`config.mk`:
```
export PLATFORM = sky130hd
export DESIGN_NAME = path_replayer
export DESIGN_NICKNAME = d
export VERILOG_FILES = /design/src/rtl/maze_pkg.sv /design/src/rtl/maze_step.sv /design/src/rtl/path_replayer.sv
export SDC_FILE = /design/constraint.sdc
export NUM_CORES = 1
export LEC_CHECK = 0
export ABC_CLOCK_PERIOD_IN_PS = 4100
export BUFFER_PORTS_ARGS = -buffer_cell sky130_fd_sc_hd__buf_2
export CAP_MARGIN = 20
export CORE_ASPECT_RATIO = 0.75
export CORE_MARGIN = 2
export CORE_UTILIZATION = 59
export CTS_CLUSTER_DIAMETER = 30
export DETAILED_ROUTE_END_ITERATION = 12
export PLACE_DENSITY_LB_ADDON = 0.2
export SLEW_MARGIN = 20
export SYNTH_ARGS = -nofsm -noshare
export SYNTH_HDL_FRONTEND = slang
export SYNTH_SLANG_ARGS = --single-unit
export TNS_END_PERCENT = 50
```
`constraint.sdc`:
```
create_clock -name clock -period 4.1 [get_ports clock]
set_input_delay 0.41 -clock clock [delete_from_list [all_inputs] [get_ports clock]]
set_output_delay 0.41 -clock clock [all_outputs]
set_load 0.03 [all_outputs]
```
`src/rtl/maze_pkg.sv`:
```
// Shared maze types: move directions, replay FSM states and the direction-inversion mask.
package maze_pkg;

  typedef enum logic [1:0] {
    UP    = 2'b00,
    RIGHT = 2'b01,
    DOWN  = 2'b10,
    LEFT  = 2'b11
  } dir_t;

  typedef enum logic [1:0] {
    IDLE,
    FETCH,
    EMIT,
    DONE
  } replay_state_t;

  // XOR with this mask turns a direction into its opposite.
  localparam logic [1:0] DIR_INVERT = 2'b10;

endpackage

```
`src/rtl/maze_step.sv`:
```
// One maze move: next cell from the current cell and direction, with an edge-of-maze flag.
// pos/next_pos are packed as {y, x}.
module maze_step
  import maze_pkg::*;
#(
  parameter  int MAZE_DIM = 16,
  localparam int CW       = $clog2(MAZE_DIM)
) (
  input  logic [2*CW-1:0] pos,
  input  dir_t            dir,
  output logic [2*CW-1:0] next_pos,
  output logic            out_of_bounds
);

  localparam logic [CW-1:0] EDGE_MAX = CW'(MAZE_DIM - 1);

  logic [CW-1:0] x, y, nx, ny;

  assign x = pos[CW-1:0];
  assign y = pos[2*CW-1:CW];

  always_comb begin
    nx            = x;
    ny            = y;
    out_of_bounds = 1'b0;
    unique case (dir)
      UP: begin
        out_of_bounds = (y == '0);
        ny            = y - CW'(1);
      end
      RIGHT: begin
        out_of_bounds = (x == EDGE_MAX);
        nx            = x + CW'(1);
      end
      DOWN: begin
        out_of_bounds = (y == EDGE_MAX);
        ny            = y + CW'(1);
      end
      LEFT: begin
        out_of_bounds = (x == '0);
        nx            = x - CW'(1);
      end
    endcase
  end

  assign next_pos = {ny, nx};

endmodule

```
`src/rtl/path_replayer.sv`:
```
// Walks the solver's direction stack by index and emits each move with the cell reached.
// Optional macro PATH_REVERSE_EN replays goal-to-start with inverted directions.
module path_replayer
  import maze_pkg::*;
#(
  parameter  int MAZE_DIM = 16,
  parameter  int START_X  = 0,
  parameter  int START_Y  = 0,
  parameter  int GOAL_X   = MAZE_DIM - 1,
  parameter  int GOAL_Y   = MAZE_DIM - 1,
  localparam int CW       = $clog2(MAZE_DIM)
) (
  input  logic          clock,
  input  logic          reset,
  input  logic          start,
  input  logic [7:0]    top,
  output logic [7:0]    rd_addr,
  input  logic [1:0]    rd_data,
  output logic          move_valid,
  input  logic          move_ready,
  output logic [1:0]    move_dir,
  output logic [CW-1:0] pos_x,
  output logic [CW-1:0] pos_y,
  output logic          busy,
  output logic          done,
  output logic          error
);

`ifdef PATH_REVERSE_EN
  localparam bit REVERSE = 1'b1;
`else
  localparam bit REVERSE = 1'b0;
`endif

  localparam logic [CW-1:0] ORIGIN_X = REVERSE ? CW'(GOAL_X) : CW'(START_X);
  localparam logic [CW-1:0] ORIGIN_Y = REVERSE ? CW'(GOAL_Y) : CW'(START_Y);
  localparam logic [1:0]    DIR_XOR  = REVERSE ? DIR_INVERT : 2'b00;

  replay_state_t state_q, state_d;
  logic [7:0]    len_q, len_d;
  logic [7:0]    idx_q, idx_d;
  logic [CW-1:0] px_q, px_d, py_q, py_d;
  dir_t          dir_q, dir_d;
  logic          err_q, err_d;

  dir_t          step_dir;
  logic [2*CW-1:0] step_next;
  logic          step_oob;
  logic          last_idx;

  assign step_dir = dir_t'(rd_data ^ DIR_XOR);

  maze_step #(.MAZE_DIM(MAZE_DIM)) u_step (
    .pos           ({py_q, px_q}),
    .dir           (step_dir),
    .next_pos      (step_next),
    .out_of_bounds (step_oob)
  );

  assign last_idx = REVERSE ? (idx_q == 8'd0) : (idx_q == len_q - 8'd1);

  always_comb begin
    state_d = state_q;
    len_d   = len_q;
    idx_d   = idx_q;
    px_d    = px_q;
    py_d    = py_q;
    dir_d   = dir_q;
    err_d   = err_q;
    unique case (state_q)
      IDLE: begin
        if (start) begin
          len_d   = top;
          idx_d   = REVERSE ? top - 8'd1 : 8'd0;
          px_d    = ORIGIN_X;
          py_d    = ORIGIN_Y;
          err_d   = 1'b0;
          state_d = (top == 8'd0) ? DONE : FETCH;
        end
      end
      FETCH: begin
        dir_d = step_dir;
        // An illegal move aborts the replay without ever being presented.
        if (step_oob) begin
          err_d   = 1'b1;
          state_d = DONE;
        end else begin
          {py_d, px_d} = step_next;
          state_d      = EMIT;
        end
      end
      EMIT: begin
        if (move_ready) begin
          if (last_idx) begin
            state_d = DONE;
          end else begin
            idx_d   = REVERSE ? idx_q - 8'd1 : idx_q + 8'd1;
            state_d = FETCH;
          end
        end
      end
      DONE:    state_d = IDLE;
      default: state_d = IDLE;
    endcase
  end

  always_ff @(posedge clock or posedge reset) begin
    if (reset) begin
      state_q <= IDLE;
      len_q   <= '0;
      idx_q   <= '0;
      px_q    <= CW'(START_X);
      py_q    <= CW'(START_Y);
      dir_q   <= UP;
      err_q   <= 1'b0;
    end else begin
      state_q <= state_d;
      len_q   <= len_d;
      idx_q   <= idx_d;
      px_q    <= px_d;
      py_q    <= py_d;
      dir_q   <= dir_d;
      err_q   <= err_d;
    end
  end

  assign rd_addr    = idx_q;
  assign move_valid = (state_q == EMIT);
  assign move_dir   = dir_q;
  assign pos_x      = px_q;
  assign pos_y      = py_q;
  assign busy       = (state_q != IDLE);
  assign done       = (state_q == DONE);
  assign error      = err_q;

endmodule

```
==> results.ini, run 1 <==
[placed_design]
io_buffers=35
place_congestion=0.894
place_area_sq_mm=0.00214
dp_hpwl_um=3180
dp_slack_ns=1.72
dpl.cell_count=292

[route]
wl_um=4120
drc=0
ant_nets=0
vias_per_cell=5.71
vias=1712
drt-pass1-iter-count=4
drt-initial-drc-count=231
wl_per_cell_um=13.7

[floorplan]
ios=36
die_w_um=69.7
start_util_pct=63.2
row_count=17
coreArea_sq_mm=0.00302
die_h_um=53.3
design.die.area_sq_mm=0.00371

[synthesis]
seq_area_frac_synth_pct=38.0
synth_edf_count=0
syn_area_per_cell_sq_um=8.59
ys_types=49
synth_flop_cell=dfrtp_1
syn_nets=248
synth.top_cell.area_share_pct=38.0
synth_commonest_cells=nand2_1 (34), dfrtp_1 (29), inv_1 (21), nor2_1 (15), o21ai_1 (15)
synth-seq-cells=29
synth.most_common_cell=nand2_1
yosys.area.top_type=dfrtp_1
netlist_instances=222
synth.area.top_cells=dfrtp_1 (38%), nand2_1 (6.7%), ha_1 (6.6%), inv_1 (4.1%), o21ai_1 (3.9%)
async_flop_share_pct=100
synthesis.area_sq_mm=0.00191
yosys_warnings=0

[worst_setup_path]
critPathMaxFanout=14
cpMostUsedCell=nand2b_1
cpPeakStageDelay_ns=0.41
worstPathCellList=inv_1, ha_1, nand2b_1, o211a_1, o31a_1, a2111oi_2, buf_4, nand2b_1, o41ai_1
endpoint_kind=flop
ff2ff_path_depth=9
r2r-start=len_q[1]
worstPathArrival_ns=2.50
cp-start-kind=flop
r2r_end=rd_addr[3]
cp.required_ns=4.25
rrSetupSlack_ns=1.75
cp_slowest_cell=dfrtp_1
crit_type=flop to flop

[cells_and_area]
num-nets-final=287
fin_area_sq_mm=0.00222
syn_to_final_growth_pct=16.3
instances_no_fill=300
insertedDiodeCount=0
post_route_cells_drive_above_1_share_pct=17.9

[global_route]
track_usage_pct=24.9
grt_pass1_vias=1475
grt.overflow.total=0
grt_pass1_wl_um=6940
grt_max_degree=18
antenna_found_initial=0

[sta]
hold-worst-slack_ns=0.179
timing.final.crit_share_pct=57.3
grt_setup_unrepaired=false
finClkSkew_ns=0.00585
min_period_ns=2.35
relSlewSlack_pct=35.8
drv_slew=0
setup_slack_ns=1.75
setup_viol=0
timing.setup.tns_ns=0
worst_pin_slew_ns=0.960
max_freq_mhz=426
final-hold-violation-count=0

[hold_path]
hold_path.class=primary input to async pin

[cts]
clkTransAtPathRegs_ns=0.06
cts_setup_buffers=0
numCtsBuffers=5
cts_tree=done
clkSinkCount=29
cts_max_level=2
cts_resized=0
worstSkewPairLatency_ns=0.28
clockBufferDepth=2
root_buffer=clkbuf_8
cts_hold_buf=0

[power]
p_per_area_mw_per_mm2=691
p_leak_nw=1.12
intPower_mw=0.790
p_sw_share_pct=48.5
p_sw_mw=0.744
ir_drop_mv=0.427
comb_power_share_pct=50.5
p_seq_share_pct=35.0
clockPowerShare_pct=14.5

[run]
drv_cap=0

[outcome]
status=finished clean

==> sequential cells by signal, indices dropped and copies added, names as in the netlist <==
register and count:
pos_y 4, state_q 2, error 1, len_q 8, rd_addr 8, pos_x 4
move_dir 2
==> worst max-delay path: cells and delay by family, from the launching register on <==
family                   cells  cell delay (ns)
adder cells (fa/ha/maj)      1             0.30
buffers and inverters        2             0.34
AO/OA/AOI/OAI                4             0.86
AND/OR/NAND/NOR              2             0.30
flip-flops                   1             0.41
==> kinds of logic after synthesis <==
| logic type | synth area share [%] |
|---|---|
| AO/OA/AOI/OAI | 17.0 |
| XOR/XNOR | 5.05 |
| adder cells (fa/ha/maj) | 8.66 |
| buffers and inverters | 5.77 |
| flip-flops | 38.0 |
| multiplexers | 1.57 |
| AND/OR/NAND/NOR | 23.9 |
==> stage by stage <==
| step | utilization (%) | total power [mW] |
|---|---|---|
| final | 73.4 | 1.53 |
| after global routing | 73.4 | 1.65 |
| after CTS | 73.4 | 1.53 |
| after detailed placement | 70.8 | 1.31 |
| after global placement | 69.9 | 1.29 |
| after floorplan | - | 1.11 |
==> cells in the final DEF, fill, tap and decap left out, types with 2 or more instances in the layout <==
master | synthesis | routed
a21o_1 | 2 | 2
a21oi_1 | 6 | 6
a221oi_1 | 2 | 2
a31oi_1 | 2 | 2
and2_1 | 3 | 3
and3_1 | 2 | 2
buf_2 | 1 | 35
clkbuf_1 | 2 | 3
clkbuf_8 | 0 | 5
dfrtp_1 | 29 | 29
fa_1 | 2 | 2
ha_1 | 10 | 10
inv_1 | 21 | 21
mux2i_1 | 3 | 3
nand2_1 | 34 | 34
nand2b_1 | 4 | 4
nand3_1 | 13 | 13
nor2_1 | 15 | 15
nor2b_1 | 2 | 2
nor3_1 | 4 | 4
o211a_1 | 2 | 2
o21ai_0 | 7 | 7
o21ai_1 | 15 | 15
o22ai_1 | 2 | 2
o41ai_1 | 2 | 2
or4_1 | 3 | 3
xnor2_1 | 4 | 4
xor2_1 | 7 | 7
==> per-layer routing <==
| metal | vias up | global-route usage, % | share of wire (%) | wire length [um] |
|---|---|---|---|---|
| met5 | - | 0 | 0 | 0 |
| met4 | 0 | 7.05 | 0.80 | 33 |
| met3 | 7 | 5.90 | 6.2 | 257 |
| met2 | 54 | 33.8 | 40 | 1640 |
| met1 | 799 | 38.8 | 53 | 2180 |
| li1 | 852 | - | - | - |
==> area by class of cell <==
class / instances / area [sq um]
clock buffer: 8 / 80.1
fill: 239 / 802
inverter: 22 / 82.6
multi-input combinational: 166 / 1070
sequential: 29 / 726
tap: 38 / 47.5
timing repair buffer: 37 / 210
==> power groups by stage <==
stage	clock network [mW]	logic [mW]	registers (mW)
3_3_place_gp	0	0.754	0.533
2_1_floorplan	0	0.524	0.590
3_5_place_dp	0	0.770	0.538
6_report	0.222	0.775	0.536
4_1_cts	0.224	0.776	0.534
5_1_grt	0.236	0.866	0.552
==> how the worst max path moves through the flow <==
stage | startpoint | end | slack, ns
after floorplan | state_q[1] | rd_addr[3] | 1.96
after global placement | len_q[0] | rd_addr[3] | 1.79
after detailed placement | rd_data[0] | pos_y[3] | 1.72
after CTS | len_q[0] | rd_addr[3] | 1.76
after global routing | len_q[0] | rd_addr[2] | 1.54
final | len_q[1] | rd_addr[3] | 1.75
Note: power is estimated with default switching activity, not from simulation.
==> inputs of run 2 (changes only) <==
--- a/config.mk
+++ b/config.mk
@@ -5,12 +5,12 @@
 export SDC_FILE = /design/constraint.sdc
 export NUM_CORES = 1
 export LEC_CHECK = 0
-export ABC_CLOCK_PERIOD_IN_PS = 4100
+export ABC_CLOCK_PERIOD_IN_PS = 2000
 export BUFFER_PORTS_ARGS = -buffer_cell sky130_fd_sc_hd__buf_2
 export CAP_MARGIN = 20
 export CORE_ASPECT_RATIO = 0.75
 export CORE_MARGIN = 2
-export CORE_UTILIZATION = 59
+export CORE_UTILIZATION = 50
 export CTS_CLUSTER_DIAMETER = 30
 export DETAILED_ROUTE_END_ITERATION = 12
 export PLACE_DENSITY_LB_ADDON = 0.2
==> constraint.sdc (replaced) <==
create_clock -name clock -period 2 [get_ports clock]
set_input_delay 0.2 -clock clock [delete_from_list [all_inputs] [get_ports clock]]
set_output_delay 0.2 -clock clock [all_outputs]
set_load 0.03 [all_outputs]
==> run 2 against run 1 <==
Effect of this change:
- the flow now finishes with violations (setup timing)
- die area rose by 17%
- global-route usage up 0.52 points
- sequential share of layout area fell by 4.5 points
- sequential power increased by 90%
- total power is 140% higher
- count of clock-buffer cells in the layout unchanged
- register-to-register slack lost 1.9 ns
- design area up 17%
- first-iteration DRC count shrank 13%
- wire length grew 23%
- critical path type unchanged
- critical endpoint is now rd_addr[7]
==> results.ini, run 2 (synthesis results as in run 1) <==
[power]
p_seq_share_pct=27.4
intPower_mw=2.01
comb_power_share_pct=59.4
p_leak_nw=1.31
p_sw_mw=1.73
p_per_area_mw_per_mm2=1440
p_sw_share_pct=46.2
ir_drop_mv=1.13
power.total_mw=3.73
clockPowerShare_pct=13.2

[outcome]
status=finished with violations
violations=setup timing

[route]
drt-pass1-iter-count=4
vias=1877
drc=0
ant_nets=0
drt-initial-drc-count=201
wl_per_cell_um=14.5
wl_um=5060
vias_per_cell=5.36

[cells_and_area]
post_route_cells_drive_above_1_share_pct=33.2
syn_to_final_growth_pct=35.5
mostFrequentLayoutCell=buf_4
layout_common_cells=buf_4 (37), buf_2 (35), nand2_1 (34)
insertedDiodeCount=0
fin_area_sq_mm=0.00258
num-nets-final=323
fin_util_pct=70.6
instances_no_fill=350

[cts]
cts_tree=done
clkTransAtPathRegs_ns=0.06
clkSinkCount=29
numCtsBuffers=5
worstSkewPairLatency_ns=0.28
root_buffer=clkbuf_8
cts_max_level=2
clockBufferDepth=2

[placed_design]
dpl.cell_count=334
place_congestion=0.828
dp_slack_ns=-0.133
place_area_sq_mm=0.00236
io_buffers=35
dp_hpwl_um=3690

[worst_setup_path]
cp.required_ns=2.21
cpPeakStageDelay_ns=0.52
endpoint_kind=flop
cp-start-kind=flop
worstPathCellList=nor4_4, a211oi_2, a311oi_2, a2111oi_4, buf_4, or4_1, nand3_1
crit_type=flop to flop
cp_slowest_cell=or4_1
critPathMaxFanout=7
path_delay_family=simple AND/OR/NAND/NOR gates
worstPathArrival_ns=2.40
path_buf_inv=1

[sta]
finClkSkew_ns=0.00602
grt_setup_unrepaired=true
drv_slew=0
worst_pin_slew_ns=0.427
final-hold-violation-count=0
timing.setup.tns_ns=-1.17
setup_slack_ns=-0.187
hold-worst-slack_ns=0.134
max_freq_mhz=457
timing.final.crit_share_pct=109
relSlewSlack_pct=71.1
min_period_ns=2.19
setup_viol=9

[global_route]
grt_max_degree=30
grt_pass1_wl_um=8340
antenna_found_initial=0
grt_pass1_vias=1827
grt.overflow.total=0
track_usage_pct=25.4

[floorplan]
row_count=19
design.die.area_sq_mm=0.00433
die_h_um=57.5
start_util_pct=52.1
ios=36
coreArea_sq_mm=0.00366
die_w_um=75.3

[run]
drv_cap=0

[hold_path]
hold_path.class=primary input to flop

[run 2: changes by cell type in the layout (fill, tap and decap cells not counted), sizes merged]
cell         delta
buf            +35
dlygate4sd3     +1
[run 2: area by class of cell]
| cell class | instances | area [sq um] |
|---|---|---|
| well taps | 52 | 65.1 |
| clock buffers | 8 | 90.1 |
| repair buffers | 73 | 463 |
| multi-input cells | 166 | 1150 |
| fillers | 305 | 1080 |
| flip-flops and latches | 29 | 729 |
| inverters | 22 | 82.6 |
[run 2: worst register-to-register path, delay by kind of cell, from the launching register on]
| family | cells | cell delay (ns) |
|---|---|---|
| AND/OR/NAND/NOR | 3 | 0.96 |
| AO/OA/AOI/OAI | 3 | 0.56 |
| flip-flops | 1 | 0.43 |
| buffers and inverters | 1 | 0.18 |
[run 2: power groups by stage]
stage / Combinational [mW] / Sequential, mW / Clock, mW
after floorplan: 1.10 / 1.21 / 0
after global placement: 1.95 / 1.02 / 0
after detailed placement: 1.99 / 1.02 / 0
after CTS: 2.11 / 1.02 / 0.501
after global routing: 2.41 / 1.05 / 0.529
final: 2.22 / 1.02 / 0.493
[run 2: worst paths after layout]
path | start | to | slack [ns] | cells past startpoint
max | len_q[5] | rd_addr[7] | -0.19 | 7
max in group asynchronous | reset | len_q[5] | 1.16 | 4
min | top[2] | len_q[2] | 0.13 | 3
min reg2reg | move_dir[0] | move_dir[0] | 0.48 | 2
max reg2reg | len_q[5] | rd_addr[7] | -0.19 | 7
min in group asynchronous | reset | rd_addr[3] | 0.54 | 4
[run 2: repair_timing]
item,in CTS,in global routing
pin swaps,11,6
buffers inserted,3,4
gates cloned,0,0
hold buffers,1,0
endpoints found under the setup margin,9,9
hold endpoints to repair,8,0
resized for setup,13,3
[run 2: metal layers]
layer | routed length, um | global-route usage (%) | vias to the layer above | share of wire [%]
met2 | 2170 | 35.8 | 58 | 43
met1 | 2550 | 39.7 | 897 | 50
li1 | - | - | 920 | -
met5 | 0 | 0 | - | 0
met3 | 317 | 5.48 | 2 | 6.3
met4 | 17 | 6.27 | 0 | 0.34
==> inputs of run 3 (changes only) <==
--- a/config.mk
+++ b/config.mk
@@ -5,12 +5,12 @@
 export SDC_FILE = /design/constraint.sdc
 export NUM_CORES = 1
 export LEC_CHECK = 0
-export ABC_CLOCK_PERIOD_IN_PS = 2000
+export ABC_CLOCK_PERIOD_IN_PS = 2400
 export BUFFER_PORTS_ARGS = -buffer_cell sky130_fd_sc_hd__buf_2
 export CAP_MARGIN = 20
 export CORE_ASPECT_RATIO = 0.75
 export CORE_MARGIN = 2
-export CORE_UTILIZATION = 50
+export CORE_UTILIZATION = 55
 export CTS_CLUSTER_DIAMETER = 30
 export DETAILED_ROUTE_END_ITERATION = 12
 export PLACE_DENSITY_LB_ADDON = 0.2
==> constraint.sdc (replaced) <==
create_clock -name clock -period 2.4 [get_ports clock]
set_input_delay 0.24 -clock clock [delete_from_list [all_inputs] [get_ports clock]]
set_output_delay 0.24 -clock clock [all_outputs]
set_load 0.03 [all_outputs]
==> run 3 against run 2 <==
Effect of this change:
- the run ends with hold timing left
- clock skew is 0.0014 ns lower
- non-clock buffer count shrank 33
- sequential power shrank 10%
- register-to-register slack improved by 0.36 ns
- count of clock-buffer cells in the layout shrank 1
- wire length decreased by 14%
- critical path type unchanged
- largest power group unchanged
- highest routed layer unchanged
==> results.ini, run 3 (synthesis results as in run 1) <==
[outcome]
status=finished with violations
violations=hold timing

[cells_and_area]
post_route_cells_drive_above_1_share_pct=19.7
syn_to_final_growth_pct=17.0
layout_common_cells=buf_2 (35), nand2_1 (34), dfrtp_1 (29)
mostFrequentLayoutCell=buf_2
insertedDiodeCount=0
num-nets-final=290
fin_area_sq_mm=0.00223
fill_cells=280

[floorplan]
design.die.area_sq_mm=0.00396
coreArea_sq_mm=0.00331
die_h_um=55.0
die_w_um=72.0
ios=36
start_util_pct=57.6
row_count=18

[sta]
setup_viol=0
finClkSkew_ns=0.00463
final-hold-violation-count=13
grt_setup_unrepaired=false
timing.final.crit_share_pct=92.6
relSlewSlack_pct=66.4
timing.setup.tns_ns=0
hold-worst-slack_ns=-0.0288
max_freq_mhz=450
setup_slack_ns=0.178
min_period_ns=2.22
worst_pin_slew_ns=0.504
drv_slew=0

[worst_setup_path]
crit_start=len_q[0]
endpoint_kind=flop
rrSetupSlack_ns=0.18
r2r-start=len_q[0]
crit_type=flop to flop
worstPathArrival_ns=2.38
cp-start-kind=flop
critPathMaxFanout=14
cp.required_ns=2.55

[cts]
cts_setup_buffers=0
cts_max_level=2
cts_tree=done
root_buffer=clkbuf_8
cts_hold_buf=0
clockBufferDepth=2
cts_resized=0
clkSinkCount=29
worstSkewPairLatency_ns=0.28
numCtsBuffers=5
clkTransAtPathRegs_ns=0.06

[placed_design]
dp_hpwl_um=3320
place_area_sq_mm=0.00214
io_buffers=35
dp_slack_ns=0.129
place_congestion=0.836

[run]
drv_cap=0

[route]
vias_per_cell=5.74
vias=1746
drt-initial-drc-count=150
wl_per_cell_um=14.4
ant_nets=0
drc=0
drt-pass1-iter-count=5
wl_um=4370

[power]
power.total_mw=2.70
ir_drop_mv=0.653
p_leak_nw=1.14
p_per_area_mw_per_mm2=1210

[global_route]
grt_pass1_vias=1603
grt_max_degree=17
track_usage_pct=25.4
grt.overflow.total=0
antenna_found_initial=0
grt_pass1_wl_um=7490

[hold_path]
hold_path.class=primary input to async pin

## run 3: changes by cell type in the layout (fill, tap and decap cells not counted), moves of 2 or more
cell and delta:
dfrtp_1 +3, buf_4 -32, inv_1 +2, inv_2 -2, dfrtp_2 -3
## run 3: power by group
part           internal [mW]  leakage, nW  switching, mW
combinational          0.513        0.713          0.871
sequential             0.662        0.378          0.256
clock                  0.227       0.0443          0.174
## run 3: layout make-up
| class | instances | area [sq um] | area share (%) |
|---|---|---|---|
| clock buffers | 7 | 86.3 | 3.87 |
| repair buffers | 40 | 213 | 9.53 |
| inverters | 22 | 82.6 | 3.70 |
| well taps | 40 | 50.0 | 2.24 |
| multi-input cells | 166 | 1070 | 48.2 |
| flip-flops and latches | 29 | 726 | 32.5 |
## run 3: critical path, stage by stage, from the launching register on
cell       delay, ns
dfrtp_1         0.41
inv_1           0.10
ha_2            0.26
nand2b_1        0.09
o211a_1         0.20
o31a_1          0.24
a2111oi_2       0.27
buf_4           0.24
nand2b_1        0.19
o31ai_1         0.10
## run 3: path summary, 6_finish.rpt
path                          endpoint  depth (start not counted)
hold / removal                pos_y[1]                          2
max in group asynchronous     len_q[6]                          3
min in group clock            len_q[5]                          3
setup reg to reg            rd_addr[2]                          9
setup / recovery            rd_addr[2]                          9
hold reg to reg            move_dir[1]                          2
## run 3: per-layer routing
layer | GRT usage (%) | vias up | wire, um
met4 | 8.81 | 0 | 51
met1 | 36.2 | 808 | 2140
met5 | 0 | - | 0
li1 | - | 861 | -
met2 | 37.7 | 71 | 1830
met3 | 6.88 | 6 | 349
## run 3: per-stage QoR
stage / util, % / cells
finish: 67.4 / 304
floorplan: - / 222
detailed placement: 64.7 / 297
global route: 67.4 / 304
global placement: 64.7 / 297
CTS: 67.3 / 304
